[src/rtl/pc_fetch_pkg.sv]
// Shared types and constants for the program-counter fetch stage.
package pc_fetch_pkg;

  typedef enum logic [1:0] {
    BOOT  = 2'd0,
    RUN   = 2'd1,
    FAULT = 2'd2
  } state_t;

  typedef enum logic [1:0] {
    SEL_SEQ = 2'd0,
    SEL_BR  = 2'd1,
    SEL_J   = 2'd2,
    SEL_JR  = 2'd3
  } sel_t;

  localparam int unsigned INST_BYTES = 4;

  // Word offset from the instruction, sign-extended and scaled to bytes.
  function automatic logic [31:0] branch_disp(input logic [15:0] offset);
    return {{14{offset[15]}}, offset, 2'b00};
  endfunction

endpackage

[src/rtl/pc_next_calc.sv]
// Combinational next-PC selection (jr > jump > branch > sequential) and
// illegal-target detection against the instruction memory bounds.
module pc_next_calc
  import pc_fetch_pkg::*;
#(
  parameter int unsigned IMEM_BYTES = 100
) (
  input  logic [31:0] pc,
  input  logic        branch_taken,
  input  logic [15:0] branch_offset,
  input  logic        jump,
  input  logic [25:0] jump_index,
  input  logic        jr,
  input  logic [31:0] jr_target,
  output logic [31:0] next_pc,
  output sel_t        sel,
  output logic        illegal
);

  localparam logic [31:0] LAST_PC = 32'(IMEM_BYTES - INST_BYTES);

  logic [31:0] seq_pc_s;

  assign seq_pc_s = pc + 32'd4;

  // Priority select of the redirect source.
  always_comb begin
    next_pc = seq_pc_s;
    sel     = SEL_SEQ;
    if (jr) begin
      next_pc = jr_target;
      sel     = SEL_JR;
    end else if (jump) begin
      next_pc = {seq_pc_s[31:28], jump_index, 2'b00};
      sel     = SEL_J;
    end else if (branch_taken) begin
      next_pc = seq_pc_s + branch_disp(branch_offset);
      sel     = SEL_BR;
    end else begin
      next_pc = seq_pc_s;
      sel     = SEL_SEQ;
    end
  end

  assign illegal = (next_pc[1:0] != 2'b00) || (next_pc > LAST_PC);

endmodule

[src/rtl/pc_fetch_unit.sv]
// Program-counter stage feeding the instruction memory, with sticky fault on
// illegal targets. Optional performance counters under PC_PERF_CNT_EN.
module pc_fetch_unit
  import pc_fetch_pkg::*;
#(
  parameter logic [31:0] RESET_PC   = 32'h0000_0000,
  parameter int unsigned IMEM_BYTES = 100
) (
  input  logic        clk,
  input  logic        rst_n,
  input  logic        stall,
  input  logic        branch_taken,
  input  logic [15:0] branch_offset,
  input  logic        jump,
  input  logic [25:0] jump_index,
  input  logic        jr,
  input  logic [31:0] jr_target,
  output logic [31:0] pc,
  output logic [31:0] pc_plus4,
  output logic        pc_valid,
  output logic        fault,
  output logic [31:0] fault_pc,
`ifdef PC_PERF_CNT_EN
  output logic [31:0] fetch_count,
  output logic [31:0] redirect_count,
`endif
  output logic [1:0]  state
);

  state_t      state_r, state_next_s;
  logic [31:0] pc_r;
  logic        pc_valid_r;
  logic        fault_r;
  logic [31:0] fault_pc_r;
  logic [31:0] next_pc_s;
  sel_t        sel_s;
  logic        illegal_s;
  logic        pc_load_s;
  logic        fault_set_s;

  pc_next_calc #(
    .IMEM_BYTES (IMEM_BYTES)
  ) u_next (
    .pc            (pc_r),
    .branch_taken  (branch_taken),
    .branch_offset (branch_offset),
    .jump          (jump),
    .jump_index    (jump_index),
    .jr            (jr),
    .jr_target     (jr_target),
    .next_pc       (next_pc_s),
    .sel           (sel_s),
    .illegal       (illegal_s)
  );

  // Next-state and update-enable decode.
  always_comb begin
    state_next_s = state_r;
    pc_load_s    = 1'b0;
    fault_set_s  = 1'b0;
    case (state_r)
      BOOT: begin
        state_next_s = RUN;
      end
      RUN: begin
        if (!stall) begin
          if (illegal_s) begin
            state_next_s = FAULT;
            fault_set_s  = 1'b1;
          end else begin
            pc_load_s = 1'b1;
          end
        end else begin
          state_next_s = RUN;
        end
      end
      FAULT: begin
        state_next_s = FAULT;
      end
      default: begin
        state_next_s = BOOT;
      end
    endcase
  end

  // Architectural PC, FSM and fault capture; pc_valid is registered from the next state.
  always_ff @(posedge clk or negedge rst_n) begin
    if (!rst_n) begin
      state_r    <= BOOT;
      pc_r       <= RESET_PC;
      pc_valid_r <= 1'b0;
      fault_r    <= 1'b0;
      fault_pc_r <= 32'h0000_0000;
    end else begin
      state_r    <= state_next_s;
      pc_valid_r <= (state_next_s == RUN);
      if (pc_load_s) begin
        pc_r <= next_pc_s;
      end
      if (fault_set_s) begin
        fault_r    <= 1'b1;
        fault_pc_r <= next_pc_s;
      end
    end
  end

`ifdef PC_PERF_CNT_EN
  logic [31:0] fetch_count_r;
  logic [31:0] redirect_count_r;

  // Counters advance only on legal updates, so they freeze naturally in FAULT.
  always_ff @(posedge clk or negedge rst_n) begin
    if (!rst_n) begin
      fetch_count_r    <= 32'd0;
      redirect_count_r <= 32'd0;
    end else if (pc_load_s) begin
      fetch_count_r <= fetch_count_r + 32'd1;
      if (sel_s != SEL_SEQ) begin
        redirect_count_r <= redirect_count_r + 32'd1;
      end
    end
  end

  assign fetch_count    = fetch_count_r;
  assign redirect_count = redirect_count_r;
`else
  logic unused_sel_s;
  assign unused_sel_s = ^sel_s;
`endif

  assign pc       = pc_r;
  assign pc_plus4 = pc_r + 32'd4;
  assign pc_valid = pc_valid_r;
  assign fault    = fault_r;
  assign fault_pc = fault_pc_r;
  assign state    = state_r;

endmodule

[config.mk]
export PLATFORM = sky130hd
export DESIGN_NAME = pc_fetch_unit
export DESIGN_NICKNAME = d
export VERILOG_FILES = /design/src/rtl/pc_fetch_pkg.sv /design/src/rtl/pc_next_calc.sv /design/src/rtl/pc_fetch_unit.sv
export SDC_FILE = /design/constraint.sdc
export NUM_CORES = 1
export LEC_CHECK = 0
export BUFFER_PORTS_ARGS = -buffer_cell sky130_fd_sc_hd__buf_4
export CELL_PAD_IN_SITES_DETAIL_PLACEMENT = 0
export CELL_PAD_IN_SITES_GLOBAL_PLACEMENT = 2
export CORE_MARGIN = 4
export CORE_UTILIZATION = 30
export CTS_CLUSTER_DIAMETER = 200
export DETAILED_ROUTE_END_ITERATION = 8
export PLACE_DENSITY_LB_ADDON = 0.25
export SETUP_SLACK_MARGIN = 0.15
export SYNTH_ARGS = -nofsm -noshare
export SYNTH_HDL_FRONTEND = slang
export SYNTH_SLANG_ARGS = --single-unit
[constraint.sdc]
create_clock -name clk -period 6.5 [get_ports clk]
set_clock_uncertainty 0.1 [all_clocks]
set_input_delay 0.975 -clock clk [delete_from_list [all_inputs] [get_ports clk]]
set_output_delay 0.975 -clock clk [all_outputs]
set_load 0.01 [all_outputs]
==> results of run 1 <==
==> registers in the layout, summed over array words and instances, names as in the netlist <==
name and cells:
fault_pc 32, pc 32, state 2, fault 1
pc_valid 1
==> worst max-delay path by stage <==
| stage | startpoint | endpoint | slack (ps) | depth (start not counted) |
|---|---|---|---|---|
| 2_1_floorplan | pc[2] | fault_pc[13] | 1780 | 18 |
| 3_3_place_gp | pc[15] | fault_pc[0] | 400 | 15 |
| 3_5_place_dp | pc[15] | fault_pc[2] | 360 | 15 |
| 4_1_cts | pc[15] | fault_pc[2] | 350 | 15 |
| 5_1_grt | pc[7] | fault_pc[3] | 100 | 15 |
| 6_report | pc[7] | fault_pc[3] | 510 | 15 |
==> power breakdown <==
| part | switching [W] | internal [W] | leakage, nW |
|---|---|---|---|
| logic | 0.000306 | 0.000271 | 2.59 |
| clock network | 0.000188 | 0.000388 | 0.170 |
| registers | 0.0000738 | 0.000530 | 0.864 |
| total | 0.000567 | 0.00119 | 3.63 |
==> kinds of logic (layout without fill, tap and decap cells) <==
kind of cell    count (synthesis)  in the layout  share of synthesized area
simple gates                  258            258                      0.234
mux                            22             22                     0.0417
flops                          68             68                      0.292
xor+xnor                       42             42                     0.0644
fa+ha+maj                      33             33                     0.0721
buf+inv                        53            228                     0.0369
compound gates                231            231                      0.259
==> per-stage QoR <==
stage	instances	hold slack (ps)	power (W)
after floorplan	707	404	0.000864
after global placement	1126	356	0.00119
after detailed placement	1126	358	0.00119
after CTS	1142	376	0.00177
after global routing	1142	382	0.00185
final	1142	374	0.00176
==> metal layers <==
layer | vias up | track usage | share of wire
met1 | 3170 | 0.317 | 0.42
li1 | 3016 | - | -
met3 | 37 | 0.0413 | 0.071
met2 | 305 | 0.396 | 0.48
met5 | - | 0 | 0
met4 | 0 | 0.0666 | 0.023
==> cell type report <==
cell class / count / area [µm²]
Clock buffer: 11 / 243
Clock inverter: 5 / 108
Fill cell: 1967 / 11100
Inverter: 19 / 71.3
Multi-Input combinational cell: 586 / 3930
Sequential cell: 68 / 1700
Tap cell: 260 / 325
Timing Repair Buffer: 193 / 1450
==> timing repair <==
item | 4_1_cts | 5_1_grt
gates resized for setup | 0 | 3
endpoints found under the setup margin | 0 | 65
buffers inserted | 0 | 0
==> cell usage after synthesis, types with 4 or more instances <==
cell and n:
a211oi_1 9, a21o_1 9, a21oi_1 54, a22oi_1 4, and2_1 28, and3_1 8, and4_1 4, buf_2 4
clkbuf_1 25, dfrtp_1 68, ha_1 32, inv_1 19, mux2_1 8, mux2_2 10, mux2i_1 4, nand2_1 74
nand2b_1 7, nand3_1 20, nand4_1 24, nor2_1 38, nor3_1 13, nor4_1 10, o211ai_1 9, o21a_1 4
o21ai_0 59, o221ai_1 8, o22ai_1 11, o31ai_1 12, or2_2 4, or3_1 7, or4_1 7, xnor2_1 25
xor2_1 16
==> cells in the final DEF, fill, tap and decap left out, types with 7 or more instances in the layout <==
| master | synthesis | final |
|---|---|---|
| nand2b_1 | 7 | 7 |
| o211ai_1 | 9 | 9 |
| mux2_2 | 10 | 10 |
| xnor2_1 | 25 | 24 |
| o22ai_1 | 11 | 11 |
| mux2_1 | 8 | 8 |
| nand4_1 | 24 | 24 |
| and2_1 | 28 | 28 |
| o221ai_1 | 8 | 8 |
| a21oi_1 | 54 | 54 |
| inv_1 | 19 | 19 |
| nor2_1 | 38 | 38 |
| xor2_1 | 16 | 16 |
| o21ai_0 | 59 | 59 |
| o31ai_1 | 12 | 12 |
| dfrtp_1 | 68 | 68 |
| or4_1 | 7 | 7 |
| clkbuf_16 | 0 | 9 |
| buf_4 | 3 | 193 |
| nand3_1 | 20 | 20 |
| or3_1 | 7 | 7 |
| nand2_1 | 74 | 74 |
| nor3_1 | 13 | 12 |
| and3_1 | 8 | 8 |
| a21o_1 | 9 | 9 |
| ha_1 | 32 | 32 |
| nor4_1 | 10 | 9 |
| a211oi_1 | 9 | 9 |
==> results.py, run 1 <==
metrics = {
    "grt": {
        "antenna_found_initial": 0,
        "grt_first_pass_wirelength_um": 39900,
        "grt_overflow": 0,
        "first_global_vias": 6595,
        "grt_max_degree": 69,
        "grt.total_usage": 0.237,
    },
    "worst_hold_path": {
        "whs_endpoint": "fault",
        "worstHoldStart": "fault",
        "hp-class": "reg2reg",
        "hold_depth": 1,
    },
    "place": {
        "post-place-ws_ps": 360,
        "place.gp.congestion": 0.955,
        "portBuffers": 179,
        "hpwl_um": 21400,
        "dpl_cell_area_mm2": 0.00746,
    },
    "synth": {
        "synth_top_area_share": 0.292,
        "synth_area_leaders": "dfrtp_1 29%, ha_1 6.9%, o21ai_0 5.1%, nand2_1 4.8%, a21oi_1 4.6%",
        "avgSynthCellArea_um2": 8.24,
        "synth-seq-cells": 68,
        "async_flop_share": 1.00,
        "syn_area_mm2": 0.00583,
        "yosys_most_used_dff": "dfrtp_1",
        "synth_fp_nets": 820,
        "seq_area_frac_synth": 0.292,
        "synthCells": 707,
        "synth_cell_types": 80,
        "synth_largest_area_cell": "dfrtp_1",
        "synth_edf_count": 0,
        "ys.warnings.count": 0,
    },
    "critical_path": {
        "critPathMaxStageDelay_ps": 770,
        "r2r_cells": 15,
        "cp-end-kind": "flop",
        "cp_common_cell": "nand4_1",
        "r2r-start": "pc[7]",
        "worst-path-buf-inv": 0,
        "r2r_slack_ps": 510,
        "worstSetupPathType": "reg2reg",
        "path_max_fanout": 15,
        "slowest_stage": "a2111oi_0",
        "crit_chain": "nand4_2 > nor4_1 > a31o_2 > nand2_1 > ha_1 > nand4_1 > a2111oi_0 > or3_1 > a21oi_1 > o31ai_1 > a211oi_1 > nand4_1 > nor3_4 > nor2_2 > mux2_2",
        "start_kind": "flop",
        "arrival_ps": 6100,
        "r2r-end": "fault_pc[3]",
        "path_delay_family": "simple AND/OR/NAND/NOR gates",
        "required_ps": 6610,
    },
    "layout": {
        "design_area_mm2": 0.00783,
        "nets": 990,
        "diodes": 0,
        "fin_util": 0.414,
        "drive_gt1_frac": 0.274,
        "area_growth_pct": 34.3,
    },
    "route": {
        "routed_wl_um": 26600,
        "firstDrtPassIters": 5,
        "drc": 0,
        "drtIter0Drc": 441,
        "vias_per_cell": 5.72,
        "wire_per_inst_um": 23.3,
        "dr_total_vias": 6528,
        "drtAntennaViolNets": 0,
    },
    "cts": {
        "cts-htree-levels": 3,
        "max-clock-path-buffers": 2,
        "clk_latency_ps": 320,
        "cts_buffers": 9,
        "cts_sinks": 68,
        "root_buffer": "clkbuf_16",
        "holdBufCountCts": 0,
        "cts_tree": "built",
        "path_clk_slew_ps": 60,
    },
    "sta": {
        "setup_viol": 0,
        "hold_viol_final": 0,
        "slew_headroom": 0.382,
        "worstMarginPinSlew_ps": 926,
        "post-route-period-util": 0.921,
        "fmax_ghz": 0.167,
        "slew_viol_final": 0,
        "rsz0062_at_grt": "true",
        "min_period_ps": 5990,
        "fin_ws_ps": 512,
        "setup_tns_ps": 0,
    },
    "floorplan": {
        "core_mm2": 0.0189,
        "die_width_um": 147,
        "die-area_mm2": 0.0217,
        "rows": 50,
        "initial_core_util": 0.308,
        "die_y_um": 147,
        "io_pins": 180,
    },
    "power": {
        "irDropWorstVdd_mv": 0.129,
        "p_per_area_mw_per_mm2": 224,
        "leakage_nw": 3.63,
    },
    "job": {
        "maxCapViolations": 0,
    },
    "status": {
        "status": "finished clean",
    },
}
(Power assumes the default switching activity.)
==> run 2, diff against run 1 <==
Settings changed: MAX_ROUTING_LAYER set to met4.
==> run 2 against run 1 <==
Combinational power rose by 0.7%. Register-to-register slack improved by 160 ps. Critical path type unchanged. Critical path depth rose by 1. Worst hold slack improved by 8.3 ps. Sequential cell count did not move. Utilization fell by 0.25 points. Final cell count rose by 0.26%. Sequential share of layout area rose by 0.13 points. Total power fell by 4.3%. Worst setup slack improved by 160 ps.
==> results.py, run 2 (same netlist as run 1, synthesis figures left out) <==
metrics = {
    "status": {
        "status": "finished clean",
    },
    "cts": {
        "cts_buffers": 9,
        "max-clock-path-buffers": 2,
        "cts-htree-levels": 3,
        "cts_setup_buffers": 0,
        "clk_latency_ps": 330,
        "path_clk_slew_ps": 60,
        "cts_sinks": 68,
        "root_buffer": "clkbuf_16",
        "cts_tree": "built",
    },
    "sta": {
        "hold_viol_final": 0,
        "rsz0062_at_grt": "false",
        "setup_tns_ps": 0,
        "post-route-period-util": 0.896,
        "setup_viol": 0,
        "fin_ws_ps": 675,
        "fmax_ghz": 0.172,
        "slew_viol_final": 0,
        "min_period_ps": 5820,
        "slew_headroom": 0.309,
        "worstMarginPinSlew_ps": 1040,
    },
    "route": {
        "drtAntennaViolNets": 0,
        "wire_per_inst_um": 23.4,
        "drtIter0Drc": 494,
        "firstDrtPassIters": 5,
        "drc": 0,
        "routed_wl_um": 26800,
        "vias_per_cell": 5.67,
        "dr_total_vias": 6496,
    },
    "power": {
        "pwr-share-seq": 0.360,
        "switching_share": 0.345,
        "leakage_nw": 3.61,
        "p_int_w": 0.00110,
        "clkPwrFrac": 0.294,
        "switchingPower_w": 0.000579,
        "irDropWorstVdd_mv": 0.158,
        "power_w": 0.00168,
        "pwr-share-comb": 0.346,
        "p_per_area_mw_per_mm2": 216,
    },
    "critical_path": {
        "required_ps": 6620,
        "cp-end-kind": "flop",
        "worstSetupPathType": "reg2reg",
        "path_max_fanout": 15,
        "arrival_ps": 5940,
        "start_kind": "flop",
    },
    "layout": {
        "diodes": 0,
        "design_area_mm2": 0.00778,
        "final_common_cell": "buf_4",
        "nets": 993,
        "drive_gt1_frac": 0.275,
        "area_growth_pct": 33.5,
        "final_cell_mix": "196 x buf_4, 74 x nand2_1, 68 x dfrtp_1",
    },
    "grt": {
        "antenna_found_initial": 0,
        "first_global_vias": 6488,
        "grt_first_pass_wirelength_um": 40500,
        "grt_max_degree": 69,
        "grt_overflow": 0,
        "grt.total_usage": 0.249,
    },
    "floorplan": {
        "die_width_um": 147,
        "rows": 50,
        "die_y_um": 147,
        "die-area_mm2": 0.0217,
        "core_mm2": 0.0189,
        "initial_core_util": 0.308,
        "io_pins": 180,
    },
    "place": {
        "hpwl_um": 21800,
        "place.gp.congestion": 0.921,
        "portBuffers": 179,
        "post-place-ws_ps": 616,
        "dpl_cell_area_mm2": 0.00748,
    },
    "worst_hold_path": {
        "hp-class": "reg2reg",
    },
    "job": {
        "maxCapViolations": 0,
    },
}
[run 2: cell types whose count changed in the layout (fill, tap and decap cells not counted), sizes merged]
| cell | previous run | this run |
|---|---|---|
| inv | 20 | 21 |
| bufinv | 3 | 1 |
| buf | 193 | 196 |
| clkbuf | 11 | 9 |
| clkinv | 1 | 3 |
| clkinvlp | 0 | 1 |
[run 2: power by group through the flow]
stage,registers (W),clock network (W),logic [W]
after floorplan,0.000636,0,0.000228
after global placement,0.000609,0,0.000583
after detailed placement,0.000611,0,0.000585
after CTS,0.000604,0.000500,0.000587
after global routing,0.000615,0.000522,0.000634
final,0.000604,0.000494,0.000581
[run 2: cell type report]
type,count,area (µm²)
fill,2008,11100
multi-input combinational,586,3910
sequential,68,1700
timing repair buffer,196,1470
tap,260,325
clock buffer,9,225
clock inverter,7,73.8
inverter,19,71.3
[run 2: metrics by stage]
| step | hold WS, ps | util | cells |
|---|---|---|---|
| 2_1_floorplan | 404 | - | 707 |
| 3_3_place_gp | 357 | 0.396 | 1129 |
| 3_5_place_dp | 360 | 0.396 | 1129 |
| 4_1_cts | 380 | 0.412 | 1145 |
| 5_1_grt | 401 | 0.412 | 1145 |
| 6_report | 382 | 0.412 | 1145 |
[run 2: final timing paths]
path                             from            to  slack [ps]  depth (start not counted)
worst min register to register  fault         fault         380                          1
worst max register to register  pc[2]   fault_pc[2]         680                         16
min in group asynchronous       rst_n   fault_pc[1]         660                          1
worst min-delay path            fault         fault         380                          1
max in group asynchronous       rst_n  fault_pc[13]        5070                          1
worst max-delay path            pc[2]   fault_pc[2]         680                         16
[run 2: per-layer routing]
| layer | wire length (µm) | track usage | vias to the layer above |
|---|---|---|---|
| met4 | 624 | 0.0652 | 0 |
| met5 | 0 | - | - |
| met3 | 1380 | 0.0327 | 39 |
| met1 | 12100 | 0.330 | 3191 |
| li1 | - | - | 3028 |
| met2 | 12600 | 0.404 | 238 |
[run 2: timing repair]
| action | in CTS | in global routing |
|---|---|---|
| resized for setup | 0 | 1 |
| hold buffers | 0 | 0 |
| setup endpoints to repair | 0 | 5 |
[run 2: critical path: stages (launching register included)]
cell and delay [ps]:
dfrtp_1 460, ha_1 260, nand4_1 160, nor3_1 540, nand4_1 200, xnor2_1 570, ha_1 460, a21oi_1 270
o221ai_1 180, or3_1 340, o22ai_1 190, mux2i_1 280, a211oi_1 150, o211ai_1 190, nor3_4 110, nor2_2 820
mux2_2 420
